--- src/rtl/button_press_decoder.sv ---
// Turns a debounced button level into one-cycle press, short, long, repeat and
// release events, plus a registered "held" level for downstream control FSMs.
module button_press_decoder #(
    parameter int LONG_CYCLES   = 25_000_000,
    parameter int REPEAT_CYCLES = 10_000_000,
    parameter int CNT_W         = 26
) (
    input  logic clk,
    input  logic rst_n,
    input  logic clean,
    output logic press_pulse,
    output logic short_press,
    output logic long_press,
    output logic repeat_pulse,
    output logic release_pulse,
    output logic held
);

    typedef enum logic [1:0] {IDLE, PRESSED, REPEAT} state_t;

    localparam logic [CNT_W-1:0] LONG_LAST = CNT_W'(LONG_CYCLES - 1);
    localparam logic [CNT_W-1:0] REP_LAST  = CNT_W'(REPEAT_CYCLES - 1);

    state_t           state_q, state_d;
    logic [CNT_W-1:0] cnt_q, cnt_d;
    logic             clean_q;
    logic             press_q, press_d;
    logic             short_q, short_d;
    logic             long_q, long_d;
    logic             rep_q, rep_d;
    logic             rel_q, rel_d;
    logic             held_q, held_d;
    logic             rise;

    assign rise = clean & ~clean_q;

    always_comb begin
        state_d = state_q;
        cnt_d   = cnt_q;
        press_d = 1'b0;
        short_d = 1'b0;
        long_d  = 1'b0;
        rep_d   = 1'b0;
        rel_d   = 1'b0;
        unique case (state_q)
            IDLE: begin
                if (rise) begin
                    press_d = 1'b1;
                    cnt_d   = '0;
                    state_d = PRESSED;
                end
            end
            PRESSED: begin
                // Release is tested first so it wins over a threshold hit.
                if (!clean) begin
                    short_d = 1'b1;
                    rel_d   = 1'b1;
                    state_d = IDLE;
                end else if (cnt_q == LONG_LAST) begin
                    long_d  = 1'b1;
                    cnt_d   = '0;
                    state_d = REPEAT;
                end else begin
                    cnt_d = cnt_q + CNT_W'(1);
                end
            end
            REPEAT: begin
                if (!clean) begin
                    rel_d   = 1'b1;
                    state_d = IDLE;
                end else if (cnt_q == REP_LAST) begin
                    rep_d = 1'b1;
                    cnt_d = '0;
                end else begin
                    cnt_d = cnt_q + CNT_W'(1);
                end
            end
            default: state_d = IDLE;
        endcase
        held_d = (state_d != IDLE);
    end

    // clean_q resets high so a button held through reset is not seen as a rise.
    always_ff @(posedge clk or negedge rst_n) begin
        if (!rst_n) begin
            state_q <= IDLE;
            cnt_q   <= '0;
            clean_q <= 1'b1;
            press_q <= 1'b0;
            short_q <= 1'b0;
            long_q  <= 1'b0;
            rep_q   <= 1'b0;
            rel_q   <= 1'b0;
            held_q  <= 1'b0;
        end else begin
            state_q <= state_d;
            cnt_q   <= cnt_d;
            clean_q <= clean;
            press_q <= press_d;
            short_q <= short_d;
            long_q  <= long_d;
            rep_q   <= rep_d;
            rel_q   <= rel_d;
            held_q  <= held_d;
        end
    end

    assign press_pulse   = press_q;
    assign short_press   = short_q;
    assign long_press    = long_q;
    assign repeat_pulse  = rep_q;
    assign release_pulse = rel_q;
    assign held          = held_q;

endmodule

--- config.mk ---
export PLATFORM = sky130hd
export DESIGN_NAME = button_press_decoder
export DESIGN_NICKNAME = d
export VERILOG_FILES = /design/src/rtl/button_press_decoder.sv
export SDC_FILE = /design/constraint.sdc
export NUM_CORES = 1
export LEC_CHECK = 0
export CORE_ASPECT_RATIO = 0.7
export CORE_MARGIN = 1
export CORE_UTILIZATION = 54
export CTS_BUF_LIST = sky130_fd_sc_hd__clkbuf_16
export CTS_CLUSTER_DIAMETER = 100
export CTS_CLUSTER_SIZE = 28
export DETAILED_ROUTE_END_ITERATION = 7
export PLACE_DENSITY_LB_ADDON = 0.15
export SYNTH_ARGS = -nofsm -noshare
export SYNTH_HDL_FRONTEND = slang
export SYNTH_SLANG_ARGS = --single-unit
export TNS_END_PERCENT = 10
--- constraint.sdc ---
create_clock -name clk -period 2.5 [get_ports clk]
set_input_delay 0.75 -clock clk [delete_from_list [all_inputs] [get_ports clk]]
set_output_delay 0.75 -clock clk [all_outputs]
set_load 0.05 [all_outputs]
==> metrics.txt, run 1 <==
post-layout min period 2.37 ns; Slew @ Worst Pin 0.505 ns; RSZ-0062 raised after global routing false; post-route antenna net violation count 0; via density per instance 6.41; TritonCTS clock tree yes; Max stage delay cell, worst path or4b_4; Ys Warns 0; area added between synthesis and finish 19.4%; NumNets Final 242; layout cell share with drive strength beyond 1 12.3%; slowest stage delay, CP 0.57 ns; gr usage total 28.3%; Die Footprint 3910 µm²; VDD IR max 0.373 mV; Remaining DRCs 0; final wirelength 4750 µm; global-route wire length before repair 8020 µm; pre-CTS WS -0.422 ns; Net Sw Power 0.566 mW; detailed-route via count 1808; power per cell area 721 nW/µm²; number of cell rows 17; Final TNS setup 0 ns; I/O Buffers 8; first-iteration detailed-routing DRC count 135; status complete, no violations; Inserted Diodes 0; Setup violations, final 0; DR WL/cell 16.9 µm; Post-Syn Nets 216; Reg power frac 37.3%; Core Box Area 3320 µm²; relative slew slack 66.0%; min-delay worst type flop to flop; worst path cell trace inv_1, ha_1, o21ba_1, o21a_1, or4b_4, or3_4, a21oi_2; post-synthesis sequential area ratio 44.3%; Clock power frac 33.5%; DP HPWL 3470 µm; Synth Area in Compound Gates 17.6%; prevailing post-synth register cell dfrtp_1; Critical Path End Type flop; WP data arrival 2.57 ns; Setup WS post-layout 0.132 ns; pin count of the biggest net entering global routing 36; clk slew on worst S/H paths 0.05 ns; #FFs+latches synth 35; type of origin of the critical path flop; largest family of logic cells by synthesized area simple AND/OR/NAND/NOR gates; Leak Pwr 0.972 nW; chip width 74.3 µm; initial antenna violation count 0; setup repair bufs after CTS 0; post-synth cell types 44; Synth Area in XOR/XNOR 3.54%; mux contribution to synthesized area 0%; critical path class flop to flop; Switching Share 33.2%; DIE HEIGHT 52.6 µm; Synth Area in Adders 3.16%; internal cell power 1.14 mW; clock root buffer clkbuf_16; Cells after Synth 208; Synth Area in Simple Gates 28.2%; Starting Density 59.6%; fin crit share 94.7%; Req. time, crit path 2.70 ns; Worst-Skew Late Latency 0.28 ns; Mean Syn Cell Area 9.51 µm²; post-synthesis async set-or-reset flop share 100%; crit-path leading delay family simple AND/OR/NAND/NOR gates; hold buffer count at cts 0; EDFF count, synth 0; post-synthesis cell area 1980 µm²; I/O Pins 9; Max Fclk 422 MHz; vias in the first global route 1757; clock skew 0.00490 ns; Logic pwr share 29.2%; Pins Over Slew Limit 0; clock sinks 35; Buf/Inv on CP 1; total congestion overflow 0; max_cap viols 0; Hold Fails Final Rpt 0; maximum root-to-sink buffer count 2; drt pass-1 iters 5; Num CTS Buffers 5; Core Util, Final 71.2%; Crit Path Max Fanout 8; RD Place Congestion 0.901; H-Tree Depth 2
synth_stat cells, types with 6 or more instances:
cell type  count  share of area, %
nand4_1       10               3.2
xnor2_1        8               3.5
dfrtp_1       34                43
a21oi_1        9               2.3
nand2_1       19               3.6
a2111oi_0      6               2.7
nor4_1         6               1.9
nor2_1        15               2.8
inv_1          6               1.1
a221o_1        7               3.5
o21ai_0       11               2.8
nand3_1        8               2.0
or3_1          7               2.2
and2_1         8               2.5
power groups by stage:
stage | clock network (mW) | registers (mW) | logic [mW]
2_1_floorplan | 0 | 0.704 | 0.254
3_3_place_gp | 0 | 0.640 | 0.478
3_5_place_dp | 0 | 0.642 | 0.489
4_1_cts | 0.577 | 0.634 | 0.493
5_1_grt | 0.600 | 0.639 | 0.544
6_report | 0.570 | 0.634 | 0.498
metal layers:
metal | vias to the layer above | global-route usage [%] | share of wire (%)
li1 | 847 | - | -
met1 | 880 | 37.2 | 47
met2 | 76 | 45.3 | 46
met3 | 5 | 5.96 | 6.4
met4 | 0 | 12.3 | 0.93
met5 | - | 0 | 0
final timing paths:
path,startpoint,end,slack (ns),depth (start not counted)
worst max-delay path,state_q[1],cnt_q[25],0.13,7
worst min-delay path,cnt_q[4],cnt_q[4],0.55,2
worst max register to register,state_q[1],cnt_q[25],0.13,7
worst min register to register,cnt_q[4],cnt_q[4],0.55,2
max in group asynchronous,rst_n,clean_q,1.27,2
min in group asynchronous,rst_n,held,0.90,2
cells in the final DEF, fill, tap and decap left out, types with 2 or more instances in the layout:
cell type,count
and2b_1,2
a221o_1,7
a21oi_1,8
nand3_1,8
o21ai_0,11
clkinv_1,2
nand4_1,10
a211oi_1,2
clkbuf_16,5
o311a_1,2
or3_1,6
and3_1,4
buf_4,18
and2_1,8
a31oi_1,2
nor4_1,6
and4_1,5
inv_1,7
nor4bb_1,2
nor2b_1,2
clkdlybuf4s50_1,7
nor3_1,2
o211ai_1,2
ha_1,5
nor2_1,15
o31ai_1,2
xnor2_1,8
dfrtp_1,34
nand2_1,19
a2111oi_0,6
sequential cells by signal, indices dropped and copies added (netlist names):
| register | count |
|---|---|
| held | 1 |
| state_q | 2 |
| press_pulse | 1 |
| release_pulse | 1 |
| repeat_pulse | 1 |
| cnt_q | 26 |
| short_press | 1 |
| clean_q | 1 |
| long_press | 1 |
metrics by stage:
stage	instance area (µm²)	hold slack (ns)	cells	power, mW
after global placement	2210	0.501	274	1.12
final	2360	0.545	282	1.70
after floorplan	1980	0.454	208	0.958
after CTS	2360	0.537	282	1.70
after detailed placement	2210	0.524	274	1.13
after global routing	2360	0.573	282	1.78
worst min-delay path: stages, from the launching register on:
cell and delay (ns):
dfrtp_1 0.39, nand2_1 0.07, nand2_1 0.05
area by class of cell:
| cell class | instances | area (µm²) |
|---|---|---|
| multi-input combinational | 160 | 1050 |
| tap | 47 | 58.8 |
| fill | 265 | 957 |
| inverter | 6 | 22.5 |
| timing repair buffer | 26 | 214 |
| clock inverter | 3 | 11.3 |
| clock buffer | 5 | 125 |
| sequential | 35 | 877 |
cells by family after synthesis:
logic type               after synthesis
AND/OR/NAND/NOR                       98
AO/OA/AOI/OAI                         49
flip-flops                            35
buffers and inverters                 13
XOR/XNOR                               8
adder cells (fa/ha/maj)                5
timing repair:
item / CTS / global route
setup endpoints to repair: 4 / 1
resized for setup: 4 / 1
pin swaps: 1 / 0
(Power assumes the default switching activity.)
==> run 2: changes to the inputs <==
--- a/config.mk
+++ b/config.mk
@@ -5,7 +5,7 @@
 export SDC_FILE = /design/constraint.sdc
 export NUM_CORES = 1
 export LEC_CHECK = 0
-export CORE_ASPECT_RATIO = 0.7
+export CORE_ASPECT_RATIO = 0.8
 export CORE_MARGIN = 1
 export CORE_UTILIZATION = 54
 export CTS_BUF_LIST = sky130_fd_sc_hd__clkbuf_16
==> run 2 against run 1 <==
Compared with the run above:
- setup slack better by 0.015 ns
- sequential power barely moved
- clock power up 2%
- via count decreased by 1.8%
- die area about the same
- global-route usage down 0.71 points
- final cell count down 1.4%
- non-clock buffer count grew 1
==> metrics.txt, run 2 (synthesis results as in run 1) <==
vias in the first global route 1731; met2 Track Usage GR 42.9%; layout cell share with drive strength beyond 1 11.9%; Slew @ Worst Pin 0.493 ns; VDD IR max 0.639 mV; Pins Over Slew Limit 0; hold buffer count at cts 0; power per cell area 734 nW/µm²; Starting Density 57.0%; Leak Pwr 0.979 nW; number of cell rows 19; min-delay worst type flop to flop; chip width 69.7 µm; Core Box Area 3470 µm²; commonest non-fill, non-tap cell in the layout dfrtp_1; initial antenna violation count 0; detailed-route via count 1776; met3 usage 4.53%; Crit Path Max Fanout 7; DIE HEIGHT 56.1 µm; worst path cell trace nor4_1, nand4b_1, o311a_1, or2_0, a221o_1; RSZ-0062 raised after global routing false; Worst-Skew Late Latency 0.28 ns; fin crit share 94.1%; fin cells 278; max_cap viols 0; WP data arrival 2.51 ns; DP HPWL 3390 µm; first-iteration detailed-routing DRC count 103; I/O Buffers 8; area added between synthesis and finish 19.4%; pre-CTS WS -0.368 ns; relative slew slack 67.1%; clock root buffer clkbuf_16; clock skew 0.00320 ns; total congestion overflow 0; H-Tree Depth 2; NumNets Final 243; max FFs per register 26; Top reg by flops cnt_q; type of origin of the critical path flop; met1 usage 38.9%; slowest stage delay, CP 0.47 ns; most used routing layer met2; Inserted Diodes 0; Setup violations, final 0; pin count of the biggest net entering global routing 36; I/O Pins 9; Req. time, crit path 2.66 ns; Max Fclk 425 MHz; clock sinks 35; drt pass-1 iters 4; Setup WS post-layout 0.148 ns; global-route wire length before repair 8380 µm; Die Footprint 3910 µm²; final wirelength 4840 µm; Top Registers cnt_q: 26 flops, state_q: 2 flops; via density per instance 6.39; status complete, no violations; critical path class flop to flop; post-layout min period 2.35 ns; Remaining DRCs 0; maximum root-to-sink buffer count 2; clk slew on worst S/H paths 0.05 ns; Critical Path End Type flop; most frequent cells in the layout dfrtp_1, nand2_1, buf_4, nor2_1, o21ai_0; gr usage total 27.6%; post-route antenna net violation count 0; DR WL/cell 17.4 µm; setup repair bufs after CTS 0; Placed Cells 270; Num CTS Buffers 5; TritonCTS clock tree yes; Hold Fails Final Rpt 0; Max stage delay cell, worst path o311a_1; RD Place Congestion 0.902
## run 2: final timing paths
| check | from | end | slack, ns | depth (start not counted) |
|---|---|---|---|---|
| setup / recovery | cnt_q[6] | cnt_q[10] | 0.15 | 5 |
| hold / removal | cnt_q[4] | cnt_q[4] | 0.53 | 2 |
| setup reg to reg | cnt_q[6] | cnt_q[10] | 0.15 | 5 |
| hold reg to reg | cnt_q[4] | cnt_q[4] | 0.53 | 2 |
| max in group asynchronous | rst_n | clean_q | 1.28 | 2 |
| min in group asynchronous | rst_n | cnt_q[25] | 0.89 | 2 |
## run 2: critical path, delay by kind of cell (launching register included)
family           cells  cell delay [ns]
AO/OA/AOI/OAI        2             0.83
flip-flops           1             0.46
AND/OR/NAND/NOR      3             0.94
## run 2: final cells by class
| class | count | area [µm²] |
|---|---|---|
| tap | 42 | 52.6 |
| clock inverter | 3 | 11.3 |
| fill | 278 | 1110 |
| clock buffer | 5 | 125 |
| timing repair buffer | 27 | 221 |
| multi-input combinational | 160 | 1050 |
| sequential | 35 | 877 |
| inverter | 6 | 22.5 |
## run 2: per-stage QoR
stage	cell area (µm²)	TNS [ns]	hold WS, ns	util (%)	power [mW]
floorplan	1980	0	0.454	-	0.958
global placement	2210	-1.82	0.498	63.8	1.13
detailed placement	2210	-2.53	0.522	63.8	1.15
CTS	2350	0	0.532	67.8	1.73
global route	2360	0	0.592	68.1	1.81
finish	2360	0	0.527	68.1	1.73
## run 2: power by group
part	switching, mW	leakage (nW)	internal (mW)
Clock	0.224	0.0701	0.358
Sequential	0.0305	0.480	0.604
Combinational	0.335	0.429	0.182
## run 2: routing by layer
metal | up-vias | share of wire, %
li1 | 849 | -
met1 | 858 | 47
met2 | 59 | 46
met3 | 10 | 5.3
met4 | 0 | 1.6
met5 | - | 0
## run 2: repair_timing
item | 4_1_cts | 5_1_grt
resized for setup | 2 | 1
endpoints found under the setup margin | 4 | 7
pin swaps | 1 | 0
==> run 3: changes to the inputs <==
--- a/config.mk
+++ b/config.mk
@@ -13,6 +13,7 @@
 export CTS_CLUSTER_SIZE = 28
 export DETAILED_ROUTE_END_ITERATION = 7
 export PLACE_DENSITY_LB_ADDON = 0.15
+export SKIP_CTS_REPAIR_TIMING = 1
 export SYNTH_ARGS = -nofsm -noshare
 export SYNTH_HDL_FRONTEND = slang
 export SYNTH_SLANG_ARGS = --single-unit
==> run 3 against run 2 <==
Compared with the run above:
- total power shrank 0.22%
- first-iteration DRC count shrank 27%
- register-to-register slack is essentially flat
- die area is the same
- critical path type unchanged
- critical path depth is the same
- worst hold slack is essentially flat
- cell area grew 0.21%
- final cell count is the same
- sequential cell count is the same
- clock power is essentially flat
- core utilization grew 0.14 points
- largest power group unchanged
- sequential power is essentially flat
==> metrics.txt, run 3 (synthesis results as in run 1) <==
Num CTS Buffers 5; critical path startpoint cnt_q[6]; number of cell rows 19; chip width 69.7 µm; hold slack 0.528 ns; initial antenna violation count 0; clock root buffer clkbuf_16; clk slew on worst S/H paths 0.05 ns; layout cell share with drive strength beyond 1 11.9%; DIE HEIGHT 56.1 µm; WP data arrival 2.50 ns; Critical Path End Type flop; Inserted Diodes 0; Setup violations, final 0; status complete, no violations; RSZ-0062 raised after global routing false; RD Place Congestion 0.902; most frequent cells in the layout dfrtp_1, nand2_1, buf_4, nor2_1, o21ai_0; R2R setup slack 0.16 ns; Worst Hold Launch cnt_q[4]; max FFs per register 26; H-Tree Depth 2; Fill cells 276; register area 877 µm²; power per cell area 731 nW/µm²; Hold Fails Final Rpt 0; critical path class flop to flop; NumNets Final 243; Leak Pwr 0.987 nW; type of origin of the critical path flop; global-route wire length before repair 8390 µm; first-iteration detailed-routing DRC count 75; RR Endpoint cnt_q[10]; I/O Pins 9; maximum root-to-sink buffer count 2; RR Startpoint cnt_q[6]; I/O Buffers 8; Crit Path Max Fanout 7; Slew @ Worst Pin 0.492 ns; area of the multi-input gates 1050 µm²; relative slew slack 67.1%; DP HPWL 3390 µm; Critical Path End cnt_q[10]; pin count of the biggest net entering global routing 36; Remaining DRCs 0; clock skew 0.00359 ns; Core Box Area 3470 µm²; Max Fclk 427 MHz; drt pass-1 iters 4; post-route antenna net violation count 0; Pins Over Slew Limit 0; via density per instance 6.31; min-delay worst type flop to flop; gr usage total 27.6%; post-layout min period 2.34 ns; clock sinks 35; DR WL/cell 17.4 µm; detailed-route via count 1754; worst r2r path cells 5; vias in the first global route 1735; VDD IR max 0.639 mV; Final TNS setup 0 ns; Top reg by flops cnt_q; area added between synthesis and finish 19.7%; fin crit share 93.7%; max_cap viols 0; Worst-Skew Late Latency 0.28 ns; total congestion overflow 0; commonest non-fill, non-tap cell in the layout dfrtp_1; Req. time, crit path 2.66 ns; Die Footprint 3910 µm²; TritonCTS clock tree yes; Top Registers cnt_q: 26 flops, state_q: 2 flops; final wirelength 4830 µm; Starting Density 57.0%
## run 3: cell count changes in the layout (fill, tap and decap cells not counted)
| cell | previous run | this run |
|---|---|---|
| a2111oi_1 | 0 | 1 |
| a2111oi_0 | 6 | 5 |
| dlymetal6s2s_1 | 0 | 1 |
| dlygate4sd2_1 | 1 | 0 |
## run 3: metrics by stage
| stage | cells | worst slack [ns] | power, mW | utilization, % | cell area [µm²] |
|---|---|---|---|---|---|
| 2_1_floorplan | 208 | 0.130 | 0.958 | - | 1980 |
| 3_3_place_gp | 270 | -0.305 | 1.13 | 63.8 | 2210 |
| 3_5_place_dp | 270 | -0.368 | 1.15 | 63.8 | 2210 |
| 4_1_cts | 278 | -0.126 | 1.73 | 67.7 | 2350 |
| 5_1_grt | 278 | 0.00286 | 1.81 | 68.2 | 2370 |
| 6_report | 278 | 0.156 | 1.73 | 68.2 | 2370 |
## run 3: report_power, final
| part | switching (mW) | internal, mW |
|---|---|---|
| logic | 0.334 | 0.182 |
| clock network | 0.221 | 0.358 |
| registers | 0.0303 | 0.604 |
## run 3: area by class of cell
cell class | count | share of cell area, %
Multi-Input combinational cell | 160 | 44.5
Tap cell | 42 | 2.22
Clock buffer | 5 | 5.29
Clock inverter | 3 | 0.476
Inverter | 6 | 0.951
Sequential cell | 35 | 37.1
Timing Repair Buffer | 27 | 9.51
## run 3: worst min path at each step
stage               endpoint  slack, ns  depth (start not counted)
CTS                 cnt_q[4]       0.53                          2
floorplan           cnt_q[0]       0.45                          0
global route        cnt_q[4]       0.59                          2
global placement    cnt_q[4]       0.50                          2
detailed placement  cnt_q[4]       0.52                          2
finish              cnt_q[4]       0.53                          2
## run 3: critical path, cell delays in order (launching register included)
cell and delay (ns):
dfrtp_1 0.46, nor4_1 0.31, nand4b_1 0.24, o311a_1 0.47
or2_0 0.38, a221o_1 0.36
## run 3: routing by layer
| layer | vias to the layer above | global-route usage [%] | wire (µm) |
|---|---|---|---|
| met3 | 8 | 4.53 | 224 |
| met1 | 847 | 38.9 | 2330 |
| met4 | 0 | 10.9 | 70 |
| met5 | - | 0 | 0 |
| li1 | 849 | - | - |
| met2 | 50 | 42.9 | 2200 |
